### config.mk
export PLATFORM = sky130hd
export DESIGN_NAME = tl_phase_arbiter
export DESIGN_NICKNAME = d
export VERILOG_FILES = /design/src/rtl/tl_phase_arbiter.sv
export SDC_FILE = /design/constraint.sdc
export NUM_CORES = 1
export LEC_CHECK = 0
export ABC_AREA = 1
export BUFFER_PORTS_ARGS = -buffer_cell sky130_fd_sc_hd__buf_4
export CORE_MARGIN = 2
export CORE_UTILIZATION = 36
export CTS_CLUSTER_SIZE = 10
export DETAILED_ROUTE_END_ITERATION = 8
export SKIP_CTS_REPAIR_TIMING = 1
export SLEW_MARGIN = 10
export SYNTH_ARGS = -nofsm -noshare
export SYNTH_HDL_FRONTEND = slang
export SYNTH_SLANG_ARGS = --single-unit
### constraint.sdc
create_clock -name clk -period 4 [get_ports clk]
set_input_delay 0.2 -clock clk [delete_from_list [all_inputs] [get_ports clk]]
set_output_delay 0.2 -clock clk [all_outputs]
set_load 0.005 [all_outputs]
### src/rtl/tl_phase_arbiter.sv
// tl_phase_arbiter: four-phase traffic light arbiter (A-straight, A-left,
// B-straight, B-left) with a round-robin pick among level-sampled sensor
// requests, min/max green dwell, and yellow and all-red clearance.
// Optional macro TL_PED_PHASE_EN adds a pedestrian phase (ped_req/walk, PED_T)
// that is served as round-robin index 4.
module tl_phase_arbiter #(
  parameter int MIN_GREEN = 4,
  parameter int MAX_GREEN = 12,
  parameter int YELLOW_T  = 2,
  parameter int ALLRED_T  = 1
`ifdef TL_PED_PHASE_EN
  , parameter int PED_T   = 3
`endif
) (
  input  logic       clk,
  input  logic       reset,
  input  logic       Ta,
  input  logic       Tal,
  input  logic       Tb,
  input  logic       Tbl,
`ifdef TL_PED_PHASE_EN
  input  logic       ped_req,
  output logic       walk,
`endif
  output logic [1:0] La,
  output logic [1:0] Lb,
  output logic [3:0] grant,
  output logic       busy
);

  localparam logic [1:0] LT_GREEN  = 2'b00;
  localparam logic [1:0] LT_YELLOW = 2'b01;
  localparam logic [1:0] LT_RED    = 2'b10;
  localparam logic [1:0] LT_LEFT   = 2'b11;

`ifdef TL_PED_PHASE_EN
  localparam int NREQ    = 5;
  localparam int PED_LEN = PED_T;
`else
  localparam int NREQ    = 4;
  localparam int PED_LEN = 1;
`endif

  function automatic int max4(input int a, input int b, input int c, input int d);
    int m;
    m = a;
    if (b > m) m = b;
    if (c > m) m = c;
    if (d > m) m = d;
    return m;
  endfunction

  localparam int CNT_TOP = max4(MAX_GREEN, YELLOW_T, ALLRED_T, PED_LEN);
  localparam int CW      = $clog2(CNT_TOP + 1);

  // Terminal counts: the counter holds (cycles spent in state - 1).
  localparam logic [CW-1:0] MIN_LAST = CW'(MIN_GREEN - 1);
  localparam logic [CW-1:0] MAX_LAST = CW'(MAX_GREEN - 1);
  localparam logic [CW-1:0] MAX_SAT  = CW'(MAX_GREEN);
  localparam logic [CW-1:0] YEL_LAST = CW'(YELLOW_T - 1);
  localparam logic [CW-1:0] AR_LAST  = CW'(ALLRED_T - 1);
`ifdef TL_PED_PHASE_EN
  localparam logic [CW-1:0] PED_LAST = CW'(PED_T - 1);
`endif

  typedef enum logic [2:0] {IDLE, GREEN, YELLOW, ALLRED, PED} state_t;

  state_t        state;
  logic [CW-1:0] cnt;
  logic [2:0]    last;     // last granted index, also the phase being served

  // Requests padded to 8 bits so a 3-bit index never overruns the vector.
  logic [7:0] req_v;
  logic [2:0] pick, idx;
  logic       any_req, others, arb_now, leave_green;
  logic [1:0] g_la, g_lb;
  logic [3:0] g_grant;

  // Gather requests into one indexed vector.
  always_comb begin
    req_v = {4'b0, Tbl, Tb, Tal, Ta};
`ifdef TL_PED_PHASE_EN
    req_v[4] = ped_req;
`endif
  end

  // Round-robin search from last+1; the lowest offset hit wins, so the
  // previously granted phase is only picked again when nothing else asks.
  always_comb begin
    pick    = last;
    idx     = '0;
    any_req = |req_v;
    for (int off = NREQ; off >= 1; off--) begin
      idx = 3'((int'(last) + off) % NREQ);
      if (req_v[idx]) pick = idx;
    end
  end

  // Green exit decision and the light pattern of the phase about to start.
  always_comb begin
    others      = |(req_v & ~(8'b1 << last));
    arb_now     = (state == IDLE) || (state == ALLRED && cnt >= AR_LAST);
    leave_green = (cnt >= MIN_LAST) && (!req_v[last] || (cnt >= MAX_LAST && others));
    g_la    = LT_RED;
    g_lb    = LT_RED;
    g_grant = '0;
    case (pick)
      3'd0:    g_la = LT_GREEN;
      3'd1:    g_la = LT_LEFT;
      3'd2:    g_lb = LT_GREEN;
      3'd3:    g_lb = LT_LEFT;
      default: ;
    endcase
    if (pick < 3'd4) g_grant = 4'b1 << pick[1:0];
  end

  // Phase FSM; lights, grant and busy are registered alongside the state.
  always_ff @(posedge clk or posedge reset) begin
    if (reset) begin
      state <= IDLE;
      cnt   <= '0;
      last  <= 3'd3;
      La    <= LT_RED;
      Lb    <= LT_RED;
      grant <= '0;
      busy  <= 1'b0;
`ifdef TL_PED_PHASE_EN
      walk  <= 1'b0;
`endif
    end else if (arb_now) begin
      cnt <= '0;
      if (any_req) begin
        last  <= pick;
        La    <= g_la;
        Lb    <= g_lb;
        grant <= g_grant;
        busy  <= 1'b1;
`ifdef TL_PED_PHASE_EN
        state <= (pick == 3'd4) ? PED : GREEN;
        walk  <= (pick == 3'd4);
`else
        state <= GREEN;
`endif
      end else begin
        state <= IDLE;
        La    <= LT_RED;
        Lb    <= LT_RED;
        grant <= '0;
        busy  <= 1'b0;
      end
    end else begin
      case (state)
        GREEN: begin
          if (leave_green) begin
            state <= YELLOW;
            cnt   <= '0;
            La    <= (last < 3'd2) ? LT_YELLOW : LT_RED;
            Lb    <= (last < 3'd2) ? LT_RED : LT_YELLOW;
          end else if (cnt != MAX_SAT) begin
            cnt <= cnt + 1'b1;
          end
        end
        YELLOW: begin
          if (cnt >= YEL_LAST) begin
            state <= ALLRED;
            cnt   <= '0;
            La    <= LT_RED;
            Lb    <= LT_RED;
            grant <= '0;
          end else begin
            cnt <= cnt + 1'b1;
          end
        end
`ifdef TL_PED_PHASE_EN
        PED: begin
          if (cnt >= PED_LAST) begin
            state <= ALLRED;
            cnt   <= '0;
            walk  <= 1'b0;
          end else begin
            cnt <= cnt + 1'b1;
          end
        end
`endif
        ALLRED:  cnt <= cnt + 1'b1;
        default: begin
          state <= IDLE;
          cnt   <= '0;
        end
      endcase
    end
  end

endmodule

==> results.md, run 1 <==
* Max Fclk at 0.5075 GHz
* Root buf cell: clkbuf_4
* Post-DP HPWL at 2025 um
* Total power at around 1.3 mW
* Commonest cells after routing, fill and taps aside: nand2_1 (51), inv_1 (28), nand3_1 (15)
* Pin count of the biggest net entering global routing at 19
* Ports at 15
* CTS tree: yes
* Slowest CP cell: dfstp_2
* Crit-path cells: inv_2 > ha_1 > inv_1 > nand2_1 > nand2_1 > o21ai_0 > nand4_1 > nand2_1 > nor2_1 > o21ai_0 > nand2_1
* Vias per cell at ~4.8
* # rows at 21
* Core Region at 3363 um2
* Clk sinks at 18
* Area added between synthesis and finish at 15.30%
* Die extent in y at between 60 and 70 um
* Final Cycle Share at about half
* Syn Inst Count at around 170
* Initial Utilization at a little under two fifths
* Total number of vias at roughly 1,100
* Worst Path Required at 4.25 ns
* Critical Path Source Type: flop
* Worst-case hold slack at -0.006988 ns
* CP peak stage delay at around 0.63 ns
* Synth cell types at 23
* Starting DRC count in detailed routing at 35
* Net count, final at about 210
* Slew headroom at ~53%
* Drt total wl at 2579 um
* CP Max Fanout at 8
* Syn avg cell area at between 7 and 8 um2
* Cell area after synthesis at 1267 um2
* Gr ovfl total at 0
* Die W at 63.34 um
* Vias in the first global route at roughly 1,100
* CP arrival at roughly 2.2 ns
* Min-Delay Path Class: primary input to async pin
* Maxcap violations at 0
* RSZ-0062 raised after global routing: no
* First-pass GRT wire length at about 4500 um
* Critical path type: flop to flop
* CP bufs+invs at 2
* Clock Skew at 0.005938 ns
* N_diodes at 0
* WL/cell at 10.97 um
* H-tree Lvls at 1
* CP Capture Type: flop
* Leakage at approximately 0.79 nW
* Remaining DRCs at 0
* Part of the Yosys area used for sequential elements at between 30% and 40%
* Clk Latency, worst-skew pair at about 0.3 ns
* Share of cells above drive strength 1 at 20.11%
* Violated checks: hold timing
* DR pass1 iterations at 4
* Setup violators final at 0
* Crit-path most repeated cell: nand2_1
* CTS Buffer Depth at 2
* Number of port buffers at 14
* Synthesized net count at between 150 and 200
* Max-slew violation count at 0
* Maximum vdd drop at about 430 uV
* Commonest non-fill, non-tap cell in the layout: nand2_1
* PD cells at between 800 and 900 nW/um2
* Setup TNS at 0 ns
* Total die area at approximately 4000 um2
* Routed Antenna Nets at 0
* Worst-margin pin slew at between 0.6 and 0.7 ns
* Synthesized flop and latch total at 18
* Cts bufs inserted at 3
* Placer congestion estimate at 0.8056
* Crit path time final at ~2.0 ns
* Cell family with most CP delay: simple AND/OR/NAND/NOR gates
* Final hold viol count at 8
* Status: finished, violations left
* Synth warnings at 0
* Initial antenna violation count at 0
* Worst-path clk slew at 0.11 ns
* GRT Total Usage at ~14%
kinds of logic (layout without fill, tap and decap cells):
kind of cell	after synthesis	after routing	synth area share [%]
xor gates and xnor gates	1	1	0.6911
adders and majority gates	12	12	11.85
buffers and inverters	30	47	8.982
DFF	18	18	35.93
AOI/OAI and AO/OA	16	16	7.502
and+or+nand+nor	95	95	35.04
synth_stat cells:
cell type | n | share of area [%]
nand2_1 | 51 | 15
inv_1 | 28 | 8.3
nand3_1 | 15 | 5.9
dfrtp_1 | 14 | 28
ha_1 | 12 | 12
nor2_1 | 11 | 3.3
nand3_2 | 6 | 4.7
o21ai_0 | 6 | 2.4
dfstp_2 | 4 | 8.3
a21oi_1 | 3 | 1.2
a21oi_2 | 3 | 2.1
nand2_2 | 3 | 1.5
o21ai_1 | 3 | 1.2
nand3b_1 | 2 | 1.2
nand4_1 | 2 | 0.99
nor4_1 | 2 | 0.99
buf_2 | 1 | 0.39
inv_2 | 1 | 0.30
nor2_2 | 1 | 0.49
nor3_1 | 1 | 0.39
o21ai_2 | 1 | 0.69
or2_2 | 1 | 0.49
xor2_1 | 1 | 0.69
power breakdown:
| part | total [mW] | switching [mW] | internal [mW] |
|---|---|---|---|
| Sequential | 0.327 | 0.0582 | 0.269 |
| Combinational | 0.828 | 0.528 | 0.300 |
| Clock | 0.118 | 0.0627 | 0.0556 |
| Total | 1.27 | 0.649 | 0.625 |
metal layers:
layer	vias to the layer above	routed length, um	global-route usage (%)
met5	-	0	0
met4	0	12	1.630
met3	2	83	3.750
met2	19	1353	25.66
met1	530	1129	16.50
li1	573	-	-
worst paths after layout:
check / from / end / slack, ns / cells past startpoint
hold / removal: reset / cnt[2] / -0.007 / 2
hold reg to reg: La[1] / La[1] / 0.48 / 2
setup / recovery: last[0] / Lb[1] / 2.03 / 11
max in group asynchronous: reset / La[0] / 3.56 / 2
min in group clk: Tal / last[2] / 0.46 / 4
setup reg to reg: last[0] / Lb[1] / 2.03 / 11
stage by stage:
step	worst slack, ns	instance area (um2)	util [%]	cells
detailed placement	2.045	1425	42.37	231
finish	2.029	1461	43.45	235
floorplan	2.268	1267	-	172
global placement	2.036	1425	42.37	231
global route	1.763	1461	43.45	235
CTS	2.015	1461	43.45	235
cell type report:
type,count,area (um2)
Sequential cell,18,455.4
Tap cell,46,57.56
Inverter,29,108.9
Clock buffer,4,36.28
Multi-Input combinational cell,124,698.2
Fill cell,367,1902
Timing Repair Buffer,14,105.1
state kept, by name, indices dropped and copies added, names as in the netlist:
register,flops
grant,4
La,2
cnt,4
Lb,2
last,3
state,2
busy,1
(Power assumes the default switching activity.)
==> inputs of run 2 (changes only) <==
clock period = 1.79 ns   (was 4 ns; I/O delays follow)
==> run 2 against run 1 <==
Net effect: the flow now finishes without violations; die area is the same; routed wire length grew 16%; count of clock-buffer cells in the layout unchanged; non-clock buffer count up 21; final area up 20%; clock skew increased by 0.00084 ns; sequential power grew 120%; first-iteration DRC count decreased by 2.9%; worst setup slack worse by 2.0 ns; power rose to 3.0 times the previous value; critical path type unchanged; critical endpoint is now grant[3]; largest power group unchanged.
==> results.md, run 2 (synthesized netlist as in run 1, its figures left out) <==
* Status: finished clean
* WL/cell at 11.71 um
* Commonest cells after routing, fill and taps aside: nand2_1 (43), buf_4 (34), inv_1 (24)
* DR pass1 iterations at 4
* Final Cell Area at around 1800 um2
* Number of port buffers at 14
* Core Region at 3363 um2
* GRT Total Usage at 15.09%
* Maxcap violations at 0
* Fill cells at around 350
* Top flop regs: cnt: 4 flops, grant: 4 flops, last: 3 flops
* Clock Skew at between 0.006 and 0.007 ns
* Root buf cell: clkbuf_4
* Starting DRC count in detailed routing at 34
* Clk sinks at 18
* Vias in the first global route at 1,202
* Worst-path clk slew at roughly 0.11 ns
* Clk Latency, worst-skew pair at 0.30 ns
* Critical Path Source Type: flop
* Ports at 15
* Sw Pwr at between 1.5 and 2 mW
* Initial Utilization at around 38%
* CP Capture Type: flop
* Drt total wl at 2998 um
* Gr ovfl total at 0
* Switching share of power at about half
* # rows at 21
* Setup violators final at 0
* Total number of vias at 1,223
* First-pass GRT wire length at ~4900 um
* Clock share of power at 6.8%
* Slew headroom at between 50% and 60%
* Maximum vdd drop at 1109 uV
* CP Max Fanout at 5
* RSZ-0062 raised after global routing: yes
* Reg power frac at around a fifth
* P_int at slightly below 2 mW
* Setup TNS at 0 ns
* PD cells at about 2200 nW/um2
* Placer congestion estimate at approximately 0.85
* CTS Buffer Depth at 2
* Area added between synthesis and finish at 38.30%
* Combinational fraction of design power at between 70% and 80%
* CTS tree: yes
* Cts bufs inserted at 3
* Leakage at between 0.9 and 1 nW
* Final Cycle Share at between 90% and 100%
* Final core utilization at ~52%
* Worst Path Required at roughly 2.0 ns
* Final Worst Setup Slack at ~0.041 ns
* Placed cell area at between 1500 and 2000 um2
* CP arrival at 1.98 ns
* Min-Delay Path Class: primary input to flop
* Initial antenna violation count at 0
* Remaining DRCs at 0
* Net count, final at around 230
* Pin count of the biggest net entering global routing at 19
* Total die area at 4011 um2
* N_diodes at 0
* H-tree Lvls at 1
* Worst-case hold slack at 0.3561 ns
* Final hold viol count at 0
* Routed Antenna Nets at 0
* Max Fclk at about 0.57 GHz
* Worst-margin pin slew at around 0.71 ns
* Commonest non-fill, non-tap cell in the layout: nand2_1
* Post-DP HPWL at 2222 um
* Die extent in y at about 63 um
* Crit path time final at 1.749 ns
* Max-slew violation count at 0
* Vias per cell at 4.777
* Share of cells above drive strength 1 at 41.90%
* Critical path type: flop to flop
* Pre-CTS setup slack at -0.07913 ns
* Die W at roughly 63 um
## run 2: cell types whose count changed in the layout (fill, tap and decap cells not counted), sizes merged
cell / before / now
buf: 14 / 34
dlygate4sd3: 0 / 1
## run 2: power groups by stage
stage | clock [mW] | combinational [mW] | sequential (mW)
after detailed placement | 0 | 2.21 | 0.717
after floorplan | 0 | 1.42 | 0.717
after global routing | 0.279 | 3.15 | 0.733
after CTS | 0.268 | 2.23 | 0.710
after global placement | 0 | 2.17 | 0.705
final | 0.257 | 2.81 | 0.718
## run 2: metrics by stage
stage	total power [mW]	instances
floorplan	2.142	172
global placement	2.877	245
detailed placement	2.929	245
CTS	3.204	249
global route	4.165	256
finish	3.782	256
## run 2: layout make-up
| type | instances | area [um2] | share of cell area (%) |
|---|---|---|---|
| clock buffer | 4 | 36.28 | 2.070 |
| inverter | 29 | 118.9 | 6.781 |
| multi-input combinational | 124 | 819.5 | 46.75 |
| sequential | 18 | 455.4 | 25.98 |
| tap | 46 | 57.56 | 3.283 |
| timing repair buffer | 35 | 265.3 | 15.13 |
## run 2: final timing paths
kind                            slack (ns)     from       end  depth (start not counted)
worst max register to register        0.04  last[1]  grant[3]                         10
worst min register to register        0.49    Lb[1]     Lb[1]                          2
worst max-delay path                  0.04  last[1]  grant[3]                         10
worst min-delay path                  0.36      Tal   last[2]                          5
min in group asynchronous             0.45    reset    cnt[3]                          3
max in group asynchronous             0.89    reset  grant[1]                          3
## run 2: worst max-delay path: stages (launching register included)
cell and delay, ns:
dfstp_2 0.62, inv_4 0.06, ha_4 0.29, inv_4 0.04, nand3_2 0.08, nand2_1 0.07, inv_2 0.07, nand3_2 0.13
nand2_4 0.11, nand3_2 0.10, o21ai_2 0.12
## run 2: routing by layer
layer,routed length (um),global-route usage [%],vias up
met4,29,4.891,0
met3,51,1.607,4
li1,-,-,623
met1,1239,17.63,586
met2,1677,28.42,10
met5,0,0,-
==> inputs of run 3 (changes only) <==
CORE_UTILIZATION = 51   (was 36)
PLACE_DENSITY = 0.74   (was default)
==> run 3 against run 2 <==
Net effect: core utilization grew 20 points; final area shrank 0.71%; via count shrank 0.49%; count of clock-buffer cells in the layout is the same; sequential cell count is the same; worst setup slack lost 0.026 ns.
==> results.md, run 3 (synthesized netlist as in run 1, its figures left out) <==
* Status: finished clean
* Clk sinks at 18
* Initial Utilization at a little over half
* WL/cell at 12.52 um
* Ports at 15
* Pin count of the biggest net entering global routing at 19
* Number of port buffers at 14
* Final hold viol count at 0
* Remaining DRCs at 0
* Fill cells at between 150 and 200
* Placer congestion estimate at approximately 0.81
* Total die area at ~2900 um2
* Total number of vias at around 1,200
* GRT Total Usage at between 20% and 30%
* Vias in the first global route at roughly 1,100
* Non-Filler Instances at around 240
* Maxcap violations at 0
* Final Cell Area at 1740 um2
* Slowest CP cell: dfstp_2
* Final Cycle Share at between 90% and 100%
* Root buf cell: clkbuf_4
* Max Fclk at around 0.56 GHz
* CP Max Fanout at 5
* Critical Path Source Type: flop
* Top flop regs: cnt: 4 flops, grant: 4 flops, last: 3 flops
* Slew headroom at 51.98%
* H-tree Lvls at 1
* Setup violators final at 0
* Crit-path most repeated cell: nand2_1
* Core Region at between 2000 and 2500 um2
* RSZ-0062 raised after global routing: yes
* CTS tree: yes
* Worst-path clk slew at 0.11 ns
* Vias per cell at about 5.2
* # rows at 18
* Share of cells above drive strength 1 at roughly two fifths
* Worst-margin pin slew at 0.7195 ns
* Area added between synthesis and finish at 37.31%
* CP Capture Type: flop
* Inst Count DP at 226
* N_diodes at 0
* DR pass1 iterations at 4
* CP peak stage delay at between 0.6 and 0.7 ns
* Die W at between 50 and 60 um
* Die extent in y at around 54 um
* Post-DP HPWL at roughly 2100 um
* Crit-path cells: inv_4 > ha_4 > inv_4 > nand3_2 > nand2_1 > nand2_2 > nand2_2 > nand2_4 > nand3_4 > nor2_1 > nand2_1 > nand2_1
* CTS Buffer Depth at 2
* Drt total wl at 2943 um
* Crit path time final at approximately 1.8 ns
* First-pass GRT wire length at approximately 4500 um
* Worst-case hold slack at about 0.32 ns
* Min-Delay Path Class: primary input to flop
* Routed Antenna Nets at 0
* Commonest non-fill, non-tap cell in the layout: nand2_1
* Commonest cells after routing, fill and taps aside: nand2_1 (43), buf_4 (28), inv_1 (24)
* Critical path type: flop to flop
* Max-slew violation count at 0
* Gr ovfl total at 0
* CP arrival at just over 2 ns
* Initial antenna violation count at 0
* Worst Path Required at about 2.0 ns
* Cts bufs inserted at 3
* Clk Latency, worst-skew pair at roughly 0.30 ns
* Starting DRC count in detailed routing at 29
* Placed cell area at roughly 1500 um2
* Clock Skew at roughly 0.0016 ns
* Net count, final at approximately 220
[run 3: cell count changes in the layout (fill, tap and decap cells not counted), moves of 2 or more]
cell	delta
nand3_2	+3
nor2_1	+2
nand3_1	-4
buf_4	-6
a21oi_2	-2
nor2_2	-3
[run 3: layout make-up]
class	instances	area (um2)	area share [%]
Multi-Input combinational cell	124	860.8	49.46
Sequential cell	18	455.4	26.17
Timing Repair Buffer	30	231.5	13.30
Inverter	29	118.9	6.830
Tap cell	30	37.54	2.157
Clock buffer	4	36.28	2.085
[run 3: path summary, 6_finish.rpt]
| kind | startpoint | endpoint | slack (ns) | depth (start not counted) |
|---|---|---|---|---|
| max in group asynchronous | reset | cnt[2] | 0.88 | 3 |
| min | Tb | last[1] | 0.32 | 4 |
| min in group asynchronous | reset | grant[0] | 0.46 | 3 |
| max reg2reg | last[1] | grant[2] | 0.01 | 12 |
| max | last[1] | grant[2] | 0.01 | 12 |
| min reg2reg | Lb[1] | Lb[1] | 0.47 | 2 |
[run 3: worst max-delay path: cells and delay by family (launching register included)]
family	cells	cell delay [ns]
buffers and inverters	2	0.10
DFF	1	0.62
adders and majority gates	1	0.30
and+or+nand+nor	9	0.71
[run 3: per-stage QoR]
stage | TNS [ns] | worst slack, ns | utilization, %
2_1_floorplan | 0 | 0.05785 | -
3_3_place_gp | -0.02423 | -0.01607 | 61.73
3_5_place_dp | -0.3296 | -0.06919 | 61.73
4_1_cts | -0.7510 | -0.1040 | 63.24
6_report | 0 | 0.01491 | 72.22
5_1_grt | -0.5973 | -0.07730 | 72.22
[run 3: metal layers]
metal / routed length [um] / vias up / track usage, %
met5: 0 / - / 0
met1: 1261 / 575 / 24.96
met4: 27 / 0 / 6.410
met2: 1561 / 25 / 39.84
li1: - / 612 / -
met3: 93 / 5 / 3.333
Power of run 3 is left out: the tool's default activity adds up to more than one toggle a clock period on the data nets, which glitch-free logic cannot reach.
